$ cat src/rtl/co_fetch_seq_if.sv
// Start/status, ROM read port and coefficient stream of the coefficient fetch sequencer.
interface co_fetch_seq_if #(
  parameter int unsigned ADDR_W = 10,
  parameter int unsigned DATA_W = 16
);
  logic              start_i;
  logic [ADDR_W-1:0] base_addr_i;
  logic [ADDR_W:0]   len_i;
  logic              busy_o;
  logic              done_o;
  logic              rom_en_o;
  logic [ADDR_W-1:0] rom_addr_o;
  logic [DATA_W-1:0] rom_data_i;
  logic [DATA_W-1:0] coef_o;
  logic              coef_val_o;
  logic              coef_rdy_i;
  logic              coef_last_o;

  modport slave (
    input  start_i, base_addr_i, len_i, rom_data_i, coef_rdy_i,
    output busy_o, done_o, rom_en_o, rom_addr_o, coef_o, coef_val_o, coef_last_o
  );

  modport master (
    output start_i, base_addr_i, len_i, rom_data_i, coef_rdy_i,
    input  busy_o, done_o, rom_en_o, rom_addr_o, coef_o, coef_val_o, coef_last_o
  );
endinterface

$ cat src/rtl/co_fetch_seq.sv
// Issues consecutive coefficient ROM reads under a credit limit, absorbs the ROM latency
// and streams the returned words through a small first-word-fall-through FIFO.
module co_fetch_seq #(
  parameter int unsigned ADDR_W     = 10,
  parameter int unsigned DATA_W     = 16,
  parameter int unsigned ROM_LAT    = 2,
  parameter int unsigned FIFO_DEPTH = 4
) (
  input  logic          clk,
  input  logic          rst,
  co_fetch_seq_if.slave bus
);
  localparam int unsigned LEN_W = ADDR_W + 1;
  localparam int unsigned PTR_W = $clog2(FIFO_DEPTH);
  localparam int unsigned CNT_W = $clog2(FIFO_DEPTH + ROM_LAT + 1);
  localparam int unsigned ENT_W = DATA_W + 1;

  typedef enum logic [1:0] {IDLE, ISSUE, DRAIN} state_e;

  state_e            state_q, state_d;
  logic [ADDR_W-1:0] addr_q, addr_d;
  logic [ADDR_W-1:0] last_addr_q, last_addr_d;
  logic [LEN_W-1:0]  rem_q, rem_d;
  logic [ROM_LAT-1:0] vld_sr_q, vld_sr_d;
  logic [ROM_LAT-1:0] last_sr_q, last_sr_d;
  logic [ENT_W-1:0]  mem_q [FIFO_DEPTH];
  logic [PTR_W-1:0]  wr_ptr_q, rd_ptr_q;
  logic [CNT_W-1:0]  count_q, count_d;
  logic [CNT_W-1:0]  inflight_c;
  logic              done_q, done_d;
  logic              accept_c, zero_start_c, issue_c, push_c, pop_c, empty_c, credit_ok_c;
  logic [ENT_W-1:0]  head_c;

  // Reads already issued whose data has not yet reached the FIFO
  always_comb begin
    inflight_c = '0;
    for (int i = 0; i < ROM_LAT; i++) begin
      inflight_c = inflight_c + CNT_W'(vld_sr_q[i]);
    end
  end

  assign empty_c     = (count_q == '0);
  assign head_c      = mem_q[rd_ptr_q];
  assign credit_ok_c = (count_q + inflight_c) < CNT_W'(FIFO_DEPTH);

  always_ff @(posedge clk or posedge rst) begin
    if (rst) state_q <= IDLE;
    else     state_q <= state_d;
  end

  always_comb begin
    state_d = state_q;
    unique case (state_q)
      IDLE:    if (accept_c) state_d = ISSUE;
      ISSUE:   if (issue_c && (rem_q == LEN_W'(1))) state_d = DRAIN;
      DRAIN:   if (pop_c && head_c[DATA_W]) state_d = IDLE;
      default: state_d = IDLE;
    endcase
  end

  always_comb begin
    zero_start_c = (state_q == IDLE) && bus.start_i && (bus.len_i == '0);
    accept_c     = (state_q == IDLE) && bus.start_i && (bus.len_i != '0);
    issue_c      = (state_q == ISSUE) && credit_ok_c;
    push_c       = vld_sr_q[ROM_LAT-1];
    pop_c        = !empty_c && bus.coef_rdy_i;
    done_d       = zero_start_c || ((state_q == DRAIN) && pop_c && head_c[DATA_W]);
    addr_d       = addr_q;
    rem_d        = rem_q;
    last_addr_d  = last_addr_q;
    if (accept_c) begin
      addr_d = bus.base_addr_i;
      rem_d  = bus.len_i;
    end else if (issue_c) begin
      addr_d      = addr_q + ADDR_W'(1);
      rem_d       = rem_q - LEN_W'(1);
      last_addr_d = addr_q;
    end
    // Tag pipeline mirrors the ROM latency; bit 0 is the read issued this cycle
    vld_sr_d     = vld_sr_q << 1;
    last_sr_d    = last_sr_q << 1;
    vld_sr_d[0]  = issue_c;
    last_sr_d[0] = issue_c && (rem_q == LEN_W'(1));
    count_d      = count_q + CNT_W'(push_c) - CNT_W'(pop_c);
  end

  always_ff @(posedge clk or posedge rst) begin
    if (rst) begin
      addr_q      <= '0;
      last_addr_q <= '0;
      rem_q       <= '0;
      vld_sr_q    <= '0;
      last_sr_q   <= '0;
      count_q     <= '0;
      done_q      <= 1'b0;
      wr_ptr_q    <= '0;
      rd_ptr_q    <= '0;
      for (int i = 0; i < FIFO_DEPTH; i++) mem_q[i] <= '0;
    end else begin
      addr_q      <= addr_d;
      last_addr_q <= last_addr_d;
      rem_q       <= rem_d;
      vld_sr_q    <= vld_sr_d;
      last_sr_q   <= last_sr_d;
      count_q     <= count_d;
      done_q      <= done_d;
      if (push_c) begin
        mem_q[wr_ptr_q] <= {last_sr_q[ROM_LAT-1], bus.rom_data_i};
        wr_ptr_q        <= wr_ptr_q + PTR_W'(1);
      end
      if (pop_c) rd_ptr_q <= rd_ptr_q + PTR_W'(1);
    end
  end

  assign bus.busy_o      = (state_q != IDLE);
  assign bus.done_o      = done_q;
  assign bus.rom_en_o    = (state_q != IDLE);
  assign bus.rom_addr_o  = issue_c ? addr_q : last_addr_q;
  assign bus.coef_o      = head_c[DATA_W-1:0];
  assign bus.coef_last_o = head_c[DATA_W];
  assign bus.coef_val_o  = !empty_c;
endmodule

$ cat src/flat_wrapper.sv
// flat-port wrapper written by rule: the top's interface ports become plain ports
module co_fetch_seq_flat 
#(
  parameter int unsigned ADDR_W     = 10,
  parameter int unsigned DATA_W     = 16,
  parameter int unsigned ROM_LAT    = 2,
  parameter int unsigned FIFO_DEPTH = 4
)
  (clk, rst, bus_start_i, bus_base_addr_i, bus_len_i, bus_rom_data_i, bus_coef_rdy_i, bus_busy_o, bus_done_o, bus_rom_en_o, bus_rom_addr_o, bus_coef_o, bus_coef_val_o, bus_coef_last_o);
  co_fetch_seq_if #(.ADDR_W(ADDR_W), .DATA_W(DATA_W)) bus_i ();
  input  logic clk;
  input  logic rst;
  input wire logic [$bits(bus_i.start_i)-1:0] bus_start_i;
  input wire logic [$bits(bus_i.base_addr_i)-1:0] bus_base_addr_i;
  input wire logic [$bits(bus_i.len_i)-1:0] bus_len_i;
  input wire logic [$bits(bus_i.rom_data_i)-1:0] bus_rom_data_i;
  input wire logic [$bits(bus_i.coef_rdy_i)-1:0] bus_coef_rdy_i;
  output wire logic [$bits(bus_i.busy_o)-1:0] bus_busy_o;
  output wire logic [$bits(bus_i.done_o)-1:0] bus_done_o;
  output wire logic [$bits(bus_i.rom_en_o)-1:0] bus_rom_en_o;
  output wire logic [$bits(bus_i.rom_addr_o)-1:0] bus_rom_addr_o;
  output wire logic [$bits(bus_i.coef_o)-1:0] bus_coef_o;
  output wire logic [$bits(bus_i.coef_val_o)-1:0] bus_coef_val_o;
  output wire logic [$bits(bus_i.coef_last_o)-1:0] bus_coef_last_o;
  assign bus_i.start_i = bus_start_i;
  assign bus_i.base_addr_i = bus_base_addr_i;
  assign bus_i.len_i = bus_len_i;
  assign bus_i.rom_data_i = bus_rom_data_i;
  assign bus_i.coef_rdy_i = bus_coef_rdy_i;
  assign bus_busy_o = bus_i.busy_o;
  assign bus_done_o = bus_i.done_o;
  assign bus_rom_en_o = bus_i.rom_en_o;
  assign bus_rom_addr_o = bus_i.rom_addr_o;
  assign bus_coef_o = bus_i.coef_o;
  assign bus_coef_val_o = bus_i.coef_val_o;
  assign bus_coef_last_o = bus_i.coef_last_o;
  co_fetch_seq #(.ADDR_W(ADDR_W), .DATA_W(DATA_W), .ROM_LAT(ROM_LAT), .FIFO_DEPTH(FIFO_DEPTH)) u_core (.clk(clk), .rst(rst), .bus(bus_i));
endmodule
$ cat config.mk
export PLATFORM = sky130hd
export DESIGN_NAME = co_fetch_seq_flat
export DESIGN_NICKNAME = d
export VERILOG_FILES = /design/src/rtl/co_fetch_seq_if.sv /design/src/rtl/co_fetch_seq.sv /design/src/flat_wrapper.sv
export SDC_FILE = /design/constraint.sdc
export NUM_CORES = 1
export LEC_CHECK = 0
export CAP_MARGIN = 20
export CORE_MARGIN = 2
export CORE_UTILIZATION = 50
export CTS_CLUSTER_DIAMETER = 120
export DETAILED_ROUTE_END_ITERATION = 8
export GPL_ROUTABILITY_DRIVEN = 1
export GPL_TIMING_DRIVEN = 0
export PLACE_DENSITY = 0.82
export SYNTH_ARGS = -nofsm -noshare
export SYNTH_HDL_FRONTEND = slang
export SYNTH_SLANG_ARGS = --single-unit
$ cat constraint.sdc
create_clock -name clk -period 4.2 [get_ports clk]
set_input_delay 0.63 -clock clk [delete_from_list [all_inputs] [get_ports clk]]
set_output_delay 0.63 -clock clk [all_outputs]
set_load 0.01 [all_outputs]
==> impl_metrics.toml, run 1 <==
[clocking]
htree_levels = 4
cts_tree = "built"
cts_setup_buffers = 0
cts.sinks = 113
cts_buffers = 17
clockRootBuffer = "clkbuf_8"
clock_path_buffers = 2
clk_latency_ns = 0.52
clkTransAtPathRegs_ns = 0.05

[power]
power.leakage_nw = 2.87
vdd_drop_max_mv = 0.650
total_power_mw = 5.98
power.density_nw_per_um2 = 880

[worst_setup_path]
worstPathCellList = "ha_1 -> ha_1 -> and4_1 -> o31ai_2 -> buf_4 -> buf_2 -> nand2_1 -> nand2_1 -> clkdlybuf4s50_1"
reg2reg_slack_ns = 1.68
cp_data_arrival_time_ns = 3.31
critPathSlowestCell = "clkdlybuf4s50_1"
cpPeakStageDelay_ns = 0.53
cp_top_family = "buffers and inverters"
path_class = "register to output pin"
end_kind = "output pin"
cp_num_buf_inv = 3
cp.required_ns = 3.57
critPathLaunchType = "register"
crit_fanout = 19

[logic_synthesis]
synthTopCellsByCount = "dfrtp_1, mux2_2, nand2_1"
netlist_instances = 417
synth_most_common_cell = "dfrtp_1"
ys_ff_latch = 113
yosys_warnings = 0
synth_nets = 470
synth_area_leaders = "dfrtp_1, mux2_2, mux4_2"
seq_area_frac_synth_pct = 53.4
async_reset_ff_share_pct = 100
synth-edff-count = 0
yosys.area.top_type = "dfrtp_1"
syn-cell-area_sq_um = 5300
synth_ff_type = "dfrtp_1"
synth_top_area_share_pct = 53.4
synth.avg_cell_area_sq_um = 12.7
synth_cell_types = 56

[drt]
firstDrtPassIters = 4
wl_per_cell_um = 17.7
ant_nets = 0
drc = 0
drtIter0Drc = 156
vias_per_cell = 5.78
vias = 3780
postRouteWirelength_mm = 11.6

[worst_hold_path]
hp-class = "register to register"

[finish]
fillers = 763
final_layout_size_suffix_gt1_share_pct = 26.1
layout.nets = 559
multi_input_area_sq_um = 2330
regArea_sq_um = 2830
area_delta_synth_final_pct = 28.1
diodes = 0

[sta]
worst_pin_slew_ns = 0.767
worst_slack_ns = 0.259
slew_headroom_pct = 48.7
clock.fmax_mhz = 254
period_needed_ns = 3.94
finalCritPeriodShare_pct = 93.8
finalMaxSlewViolations = 0
rsz0062_at_grt = "no"
hold_viol_final = 0
clock_skew_ns = 0.00944
setup_viol = 0

[grt]
grtUsageTotal_pct = 21.8
overflow = 0
antenna_found_initial = 0
grt_start_max_net_pins = 63
grt_pass1_wl_mm = 19.1
grt_pass1_vias = 3935

[floorplan]
fp.dieH_um = 107
initial_core_util_pct = 51.3
io-pin-count = 72
die_area_sq_um = 11400
die_x_um = 107
fp.coreArea_sq_um = 10300
placementRows = 37

[job]
maxCapViolCount = 0

[placed_design]
pre_cts_ws_ns = 0.592
gp_congestion = 0.864
numPortBuffers = 71
dp_hpwl_mm = 7.67

[outcome]
run_status = "completed"
==> registers in the layout, indices dropped and copies added (netlist names) <==
name and flops:
u_core.addr_q 10, u_core.bus.done_o 1, u_core.count_q 3, u_core.last_addr_q 10, u_core.last_sr_q 2, u_core.mem_q 68, u_core.rd_ptr_q 2, u_core.rem_q 11
u_core.state_q 2, u_core.vld_sr_q 2, u_core.wr_ptr_q 2
==> worst register-to-register path: cells and delay by family, from the launching register on <==
kind | cells | cell delay (ns)
buffers and inverters | 3 | 0.65
AO/OA/AOI/OAI | 2 | 0.61
adder cells (fa/ha/maj) | 2 | 0.48
flip-flops | 1 | 0.37
AND/OR/NAND/NOR | 2 | 0.30
==> cell usage in the layout, fill, tap and decap left out, drive strengths merged, types with 5 or more instances in the layout <==
cell type / count
inv: 14
o31ai: 5
mux4: 17
nand2: 51
nand3: 9
clkbuf: 34
dfrtp: 113
mux2: 69
clkdlybuf4s50: 71
or3: 7
nor2: 15
o21ai: 7
ha: 11
nor3: 7
or4: 7
a31oi: 5
buf: 8
==> report_power, final <==
group	total [mW]	leakage [nW]	internal, mW	switching, mW
Sequential	1.91	1.33	1.60	0.309
Combinational	2.68	1.26	1.44	1.24
Clock	1.38	0.279	0.899	0.481
==> final cells by class <==
type	count	area share, %
buffer	19	1.27
sequential	113	41.6
clock buffer	22	6.97
clock inverter	9	1.57
multi-input combinational	269	34.4
tap	136	2.51
inverter	14	0.811
timing repair buffer	72	10.9
==> routing by layer <==
metal | vias to the layer above | track usage, % | wire length (um) | share of wire [%]
met5 | - | 0 | 0 | 0
met3 | 20 | 6.14 | 598 | 5.2
met1 | 1918 | 27.4 | 4920 | 43
li1 | 1708 | - | - | -
met4 | 0 | 6.96 | 138 | 1.2
met2 | 134 | 36.8 | 5900 | 51
==> final timing paths <==
check,from,endpoint,depth (start not counted)
worst max register to register,u_core.vld_sr_q[0]$_DFF_PP0_,u_core.addr_q[2]$_DFFE_PP0P_,9
max in group asynchronous,rst,u_core.mem_q[23]$_DFFE_PP0P_,3
worst min-delay path,u_core.last_sr_q[0]$_DFF_PP0_,u_core.last_sr_q[1]$_DFF_PP0_,0
min in group asynchronous,rst,u_core.bus.done_o$_DFF_PP0_,2
worst min register to register,u_core.last_sr_q[0]$_DFF_PP0_,u_core.last_sr_q[1]$_DFF_PP0_,0
worst max-delay path,u_core.vld_sr_q[0]$_DFF_PP0_,bus_rom_addr_o[4],9
==> repair_timing <==
item,4_1_cts,5_1_grt
gates resized for setup,1,2
pin swaps,0,0
setup endpoints to repair,2,10
hold buffers,0,0
==> stage by stage <==
stage / hold slack, ns / instances / setup TNS [ns] / area (sq um) / util (%)
finish: 0.346 / 654 / 0 / 6790 / 65.8
global route: 0.362 / 654 / 0 / 6790 / 65.8
CTS: 0.349 / 656 / 0 / 6790 / 65.8
detailed placement: 0.337 / 625 / 0 / 6210 / 60.2
global placement: 0.332 / 624 / -99.89 / 6180 / 59.9
floorplan: 0.331 / 417 / 0 / 5300 / -
==> kinds of logic (layout without fill, tap and decap cells) <==
family                   Yosys count  in the layout  synth area share, %
multiplexers                      89             89                 22.5
buffers and inverters             35            136                 2.71
AND/OR/NAND/NOR                  116            116                 10.9
XOR/XNOR                           7              7                 1.16
adder cells (fa/ha/maj)           12             12                 2.97
flip-flops                       113            113                 53.4
AO/OA/AOI/OAI                     45             45                 6.49
(Power assumes the default switching activity.)
==> run 2, diff against run 1 <==
CORE_UTILIZATION = 55   (was 50)
PLACE_DENSITY = 0.88   (was 0.82)
==> impl_metrics.toml, run 2 (synthesis results as in run 1) <==
[worst_hold_path]
hp-start = "u_core.last_sr_q[0]$_DFF_PP0_"
hp-class = "register to register"

[finish]
final_common_cell = "dfrtp_1"
fillers = 618
top_regs = "u_core.mem_q x68, u_core.rem_q x11"
area_delta_synth_final_pct = 28.5
layout.nets = 560
largest_reg_flops = 68
diodes = 0
final_layout_size_suffix_gt1_share_pct = 26.0
final_cell_mix = "dfrtp_1, clkdlybuf4s50_1, mux2_2, nand2_1, mux4_2"
fin_cells = 648
top_register = "u_core.mem_q"

[worst_setup_path]
end_kind = "output pin"
cp_top_family = "buffers and inverters"
worstPathCellList = "ha_1 -> ha_1 -> and4_1 -> o31ai_4 -> buf_4 -> buf_1 -> nand2_1 -> o21ai_0 -> clkdlybuf4s50_1"
cp_num_buf_inv = 3
cp_data_arrival_time_ns = 3.41
critPathLaunchType = "register"
cpPeakStageDelay_ns = 0.56
critPathSlowestCell = "clkdlybuf4s50_1"
timing.rr.start = "u_core.vld_sr_q[0]$_DFF_PP0_"
cp.required_ns = 3.57
path_class = "register to output pin"
crit_fanout = 10
cp-startpoint = "u_core.vld_sr_q[0]$_DFF_PP0_"
cp_common_cell = "ha_1"

[sta]
finalMaxSlewViolations = 0
clock_skew_ns = 0.0118
finalCritPeriodShare_pct = 96.2
worst_slack_ns = 0.159
tns_ns = 0
worst_pin_slew_ns = 0.784
hold_viol_final = 0
setup_viol = 0
rsz0062_at_grt = "no"
slew_headroom_pct = 47.6
period_needed_ns = 4.04
clock.fmax_mhz = 247

[clocking]
clkTransAtPathRegs_ns = 0.05
cts_buffers = 17
clock_path_buffers = 2
cts_setup_buffers = 0
cts_tree = "built"
clockRootBuffer = "clkbuf_8"
htree_levels = 4
cts.sinks = 113
hold_buffers = 0
clk_latency_ns = 0.51

[drt]
drc = 0
vias = 3805
drtIter0Drc = 139
wl_per_cell_um = 18.7
firstDrtPassIters = 5
vias_per_cell = 5.87
ant_nets = 0
postRouteWirelength_mm = 12.1

[power]
vdd_drop_max_mv = 0.661
power.leakage_nw = 2.88
power.density_nw_per_um2 = 890

[floorplan]
fp.dieH_um = 102
die_x_um = 102
initial_core_util_pct = 57.1
io-pin-count = 72
placementRows = 35
die_area_sq_um = 10400
fp.coreArea_sq_um = 9280

[placed_design]
pre_cts_ws_ns = 0.440
numPortBuffers = 71
gp_congestion = 0.871
dp_hpwl_mm = 8.02
dp.cells = 618

[grt]
grt_pass1_wl_mm = 20.3
grtUsageTotal_pct = 25.8
grt_start_max_net_pins = 64
overflow = 0
antenna_found_initial = 0
grt_pass1_vias = 4180

[job]
maxCapViolCount = 0

[outcome]
run_status = "completed"
-- run 2: changes by cell type in the layout (fill, tap and decap cells not counted), sizes merged --
cell / before / now
clkinvlp: 3 / 2
inv: 14 / 16
clkbuf: 34 / 32
clkinv: 4 / 5
bufinv: 2 / 3
-- run 2: path summary, 6_finish.rpt --
kind	cells after the start	slack, ns	to
max	9	0.16	bus_rom_addr_o[8]
min	0	0.36	u_core.last_sr_q[1]$_DFF_PP0_
max reg2reg	9	1.55	u_core.addr_q[6]$_DFFE_PP0P_
min reg2reg	0	0.36	u_core.last_sr_q[1]$_DFF_PP0_
max in group asynchronous	3	2.90	u_core.count_q[2]$_DFF_PP0_
min in group asynchronous	2	0.58	u_core.last_addr_q[7]$_DFFE_PP0N_
-- run 2: routing by layer --
metal / vias to the layer above / share of wire (%) / GRT usage [%]
met2: 145 / 52 / 44.6
met5: - / 0 / 0
li1: 1715 / - / -
met4: 0 / 2.3 / 12.5
met1: 1919 / 40 / 30.4
met3: 26 / 5.2 / 5.88
-- run 2: timing repair --
action | CTS | global route
resized for setup | 2 | 3
pin swaps | 0 | 0
endpoints found under the setup margin | 10 | 10
-- run 2: report_power, final --
part | internal, mW | total, mW | switching (mW) | leakage (nW)
Clock | 0.919 | 1.43 | 0.508 | 0.285
Combinational | 1.46 | 2.71 | 1.26 | 1.27
Sequential | 1.60 | 1.92 | 0.320 | 1.33
-- run 2: stage by stage --
| step | hold WS (ns) | util [%] | power [mW] | cell area, sq um |
|---|---|---|---|---|
| 5_1_grt | 0.372 | 73.4 | 6.45 | 6810 |
| 2_1_floorplan | 0.331 | - | 3.56 | 5300 |
| 4_1_cts | 0.365 | 73.2 | 6.09 | 6800 |
| 3_5_place_dp | 0.351 | 66.8 | 4.60 | 6200 |
| 3_3_place_gp | 0.335 | 66.5 | 4.45 | 6170 |
| 6_report | 0.360 | 73.4 | 6.06 | 6810 |
-- run 2: area by class of cell --
class / instances / area [sq um] / share of cell area [%]
tap: 129 / 161 / 2.37
timing repair buffer: 72 / 738 / 10.8
clock buffer: 19 / 432 / 6.34
clock inverter: 12 / 159 / 2.33
inverter: 14 / 55.1 / 0.808
sequential: 113 / 2830 / 41.5
buffer: 20 / 95.1 / 1.40
multi-input combinational: 269 / 2340 / 34.4
==> run 3, diff against run 2 <==
CORE_MARGIN = 5   (was 2)
==> impl_metrics.toml, run 3 (synthesis results as in run 1) <==
[outcome]
run_status = "completed"

[worst_setup_path]
critPathSlowestCell = "clkdlybuf4s50_1"
path_class = "register to output pin"
cp_top_family = "buffers and inverters"
end_kind = "output pin"
cp_data_arrival_time_ns = 3.30
timing.rr.start = "u_core.vld_sr_q[0]$_DFF_PP0_"
worstPathCellList = "ha_1 -> ha_1 -> and4_1 -> o31ai_2 -> clkbuf_4 -> buf_2 -> nand2_1 -> nand2_1 -> clkdlybuf4s50_1"
cpPeakStageDelay_ns = 0.54
cp_num_buf_inv = 3
critPathLaunchType = "register"
cp-startpoint = "u_core.vld_sr_q[0]$_DFF_PP0_"
crit_fanout = 19
cp.required_ns = 3.57

[grt]
grt_pass1_vias = 4079
grt_start_max_net_pins = 70
grtUsageTotal_pct = 22.2
grt_pass1_wl_mm = 20.2
overflow = 0
antenna_found_initial = 0

[floorplan]
fp.dieH_um = 108
initial_core_util_pct = 56.8
fp.coreArea_sq_um = 9330
placementRows = 35
die_x_um = 108
io-pin-count = 72
die_area_sq_um = 11700

[sta]
worst_pin_slew_ns = 0.754
clock_skew_ns = 0.0142
slew_headroom_pct = 49.6
rsz0062_at_grt = "no"
setup_viol = 0
worst_hold_slack_ns = 0.346
hold_viol_final = 0
finalCritPeriodShare_pct = 93.7
worst_slack_ns = 0.266
period_needed_ns = 3.93
clock.fmax_mhz = 254
finalMaxSlewViolations = 0

[drt]
vias_per_cell = 5.83
wl_per_cell_um = 18.4
vias = 3778
drc = 0
ant_nets = 0
firstDrtPassIters = 4
postRouteWirelength_mm = 11.9
drtIter0Drc = 259

[clocking]
htree_levels = 4
cts.sinks = 113
clk_latency_ns = 0.51
cts_tree = "built"
hold_buffers = 0
clockRootBuffer = "clkbuf_8"
clkTransAtPathRegs_ns = 0.06
cts_buffers = 17
clock_path_buffers = 2

[finish]
top_regs = "u_core.mem_q x68, u_core.rem_q x11"
diodes = 0
fin_cells = 648
largest_reg_flops = 68
layout.nets = 559
final_cell_mix = "dfrtp_1, clkdlybuf4s50_1, mux2_2, nand2_1, mux4_2"
fin_area_sq_um = 6790
area_delta_synth_final_pct = 28.1
final_layout_size_suffix_gt1_share_pct = 26.2
final_core_util_pct = 72.8
final_common_cell = "dfrtp_1"
top_register = "u_core.mem_q"

[placed_design]
pre_cts_ws_ns = 0.560
place_area_sq_um = 6200
dp_hpwl_mm = 7.91
gp_congestion = 0.851
numPortBuffers = 71
dp.cells = 618

[job]
maxCapViolCount = 0

[power]
vdd_drop_max_mv = 0.602
power.leakage_nw = 2.87
power.density_nw_per_um2 = 886

[worst_hold_path]
hp-start = "u_core.last_sr_q[0]$_DFF_PP0_"
hp-class = "register to register"
run 3: cell types whose count changed in the layout (fill, tap and decap cells not counted), sizes merged:
cell | before | now
bufinv | 3 | 2
clkinvlp | 2 | 5
clkinv | 5 | 2
clkbuf | 32 | 33
run 3: report_power, final:
| group | total (mW) | switching [mW] | internal, mW |
|---|---|---|---|
| clock network | 1.42 | 0.521 | 0.894 |
| logic | 2.69 | 1.25 | 1.44 |
| registers | 1.91 | 0.307 | 1.60 |
| total | 6.01 | 2.08 | 3.93 |
run 3: path summary, 6_finish.rpt:
path,to,slack (ns),cells past startpoint
worst max-delay path,bus_rom_addr_o[2],0.27,9
worst min-delay path,u_core.last_sr_q[1]$_DFF_PP0_,0.35,0
worst max register to register,u_core.addr_q[6]$_DFFE_PP0P_,1.61,9
worst min register to register,u_core.last_sr_q[1]$_DFF_PP0_,0.35,0
max in group asynchronous,u_core.mem_q[17]$_DFFE_PP0P_,2.93,3
min in group asynchronous,u_core.last_addr_q[5]$_DFFE_PP0N_,0.54,2
run 3: per-stage QoR:
stage          TNS, ns  power, mW
5_1_grt              0       6.40
3_3_place_gp    -95.80       4.46
4_1_cts              0       6.06
3_5_place_dp         0       4.59
2_1_floorplan        0       3.56
6_report             0       6.01
run 3: final cells by class:
type | instances | area, sq um
Multi-Input combinational cell | 269 | 2330
Inverter | 14 | 55.1
Buffer | 19 | 86.3
Tap cell | 129 | 161
Fill cell | 654 | 2540
Timing Repair Buffer | 72 | 738
Clock buffer | 21 | 459
Sequential cell | 113 | 2830
Clock inverter | 11 | 129
run 3: timing repair:
| item | CTS | global route |
|---|---|---|
| endpoints found under the setup margin | 1 | 10 |
| setup buffers | 0 | 0 |
| cloned | 0 | 0 |
| resized for setup | 1 | 2 |
| pin swaps | 0 | 0 |
run 3: worst register-to-register path: stages, from the launching register on:
cell and delay, ns:
dfrtp_1 0.38, ha_1 0.19, ha_1 0.28, and4_1 0.21, o31ai_2 0.34, clkbuf_4 0.28
inv_2 0.16, buf_2 0.24, a211oi_1 0.29, nor3_1 0.10
run 3: routing by layer:
metal / vias up / GRT usage [%] / part of all wire, % / routed length [um]
met5: - / 0 / 0 / 0
met4: 0 / 6.31 / 1.2 / 142
met3: 15 / 6.33 / 5.8 / 695
met2: 134 / 37.6 / 51 / 6130
met1: 1923 / 28.0 / 41 / 4940
li1: 1706 / - / - / -
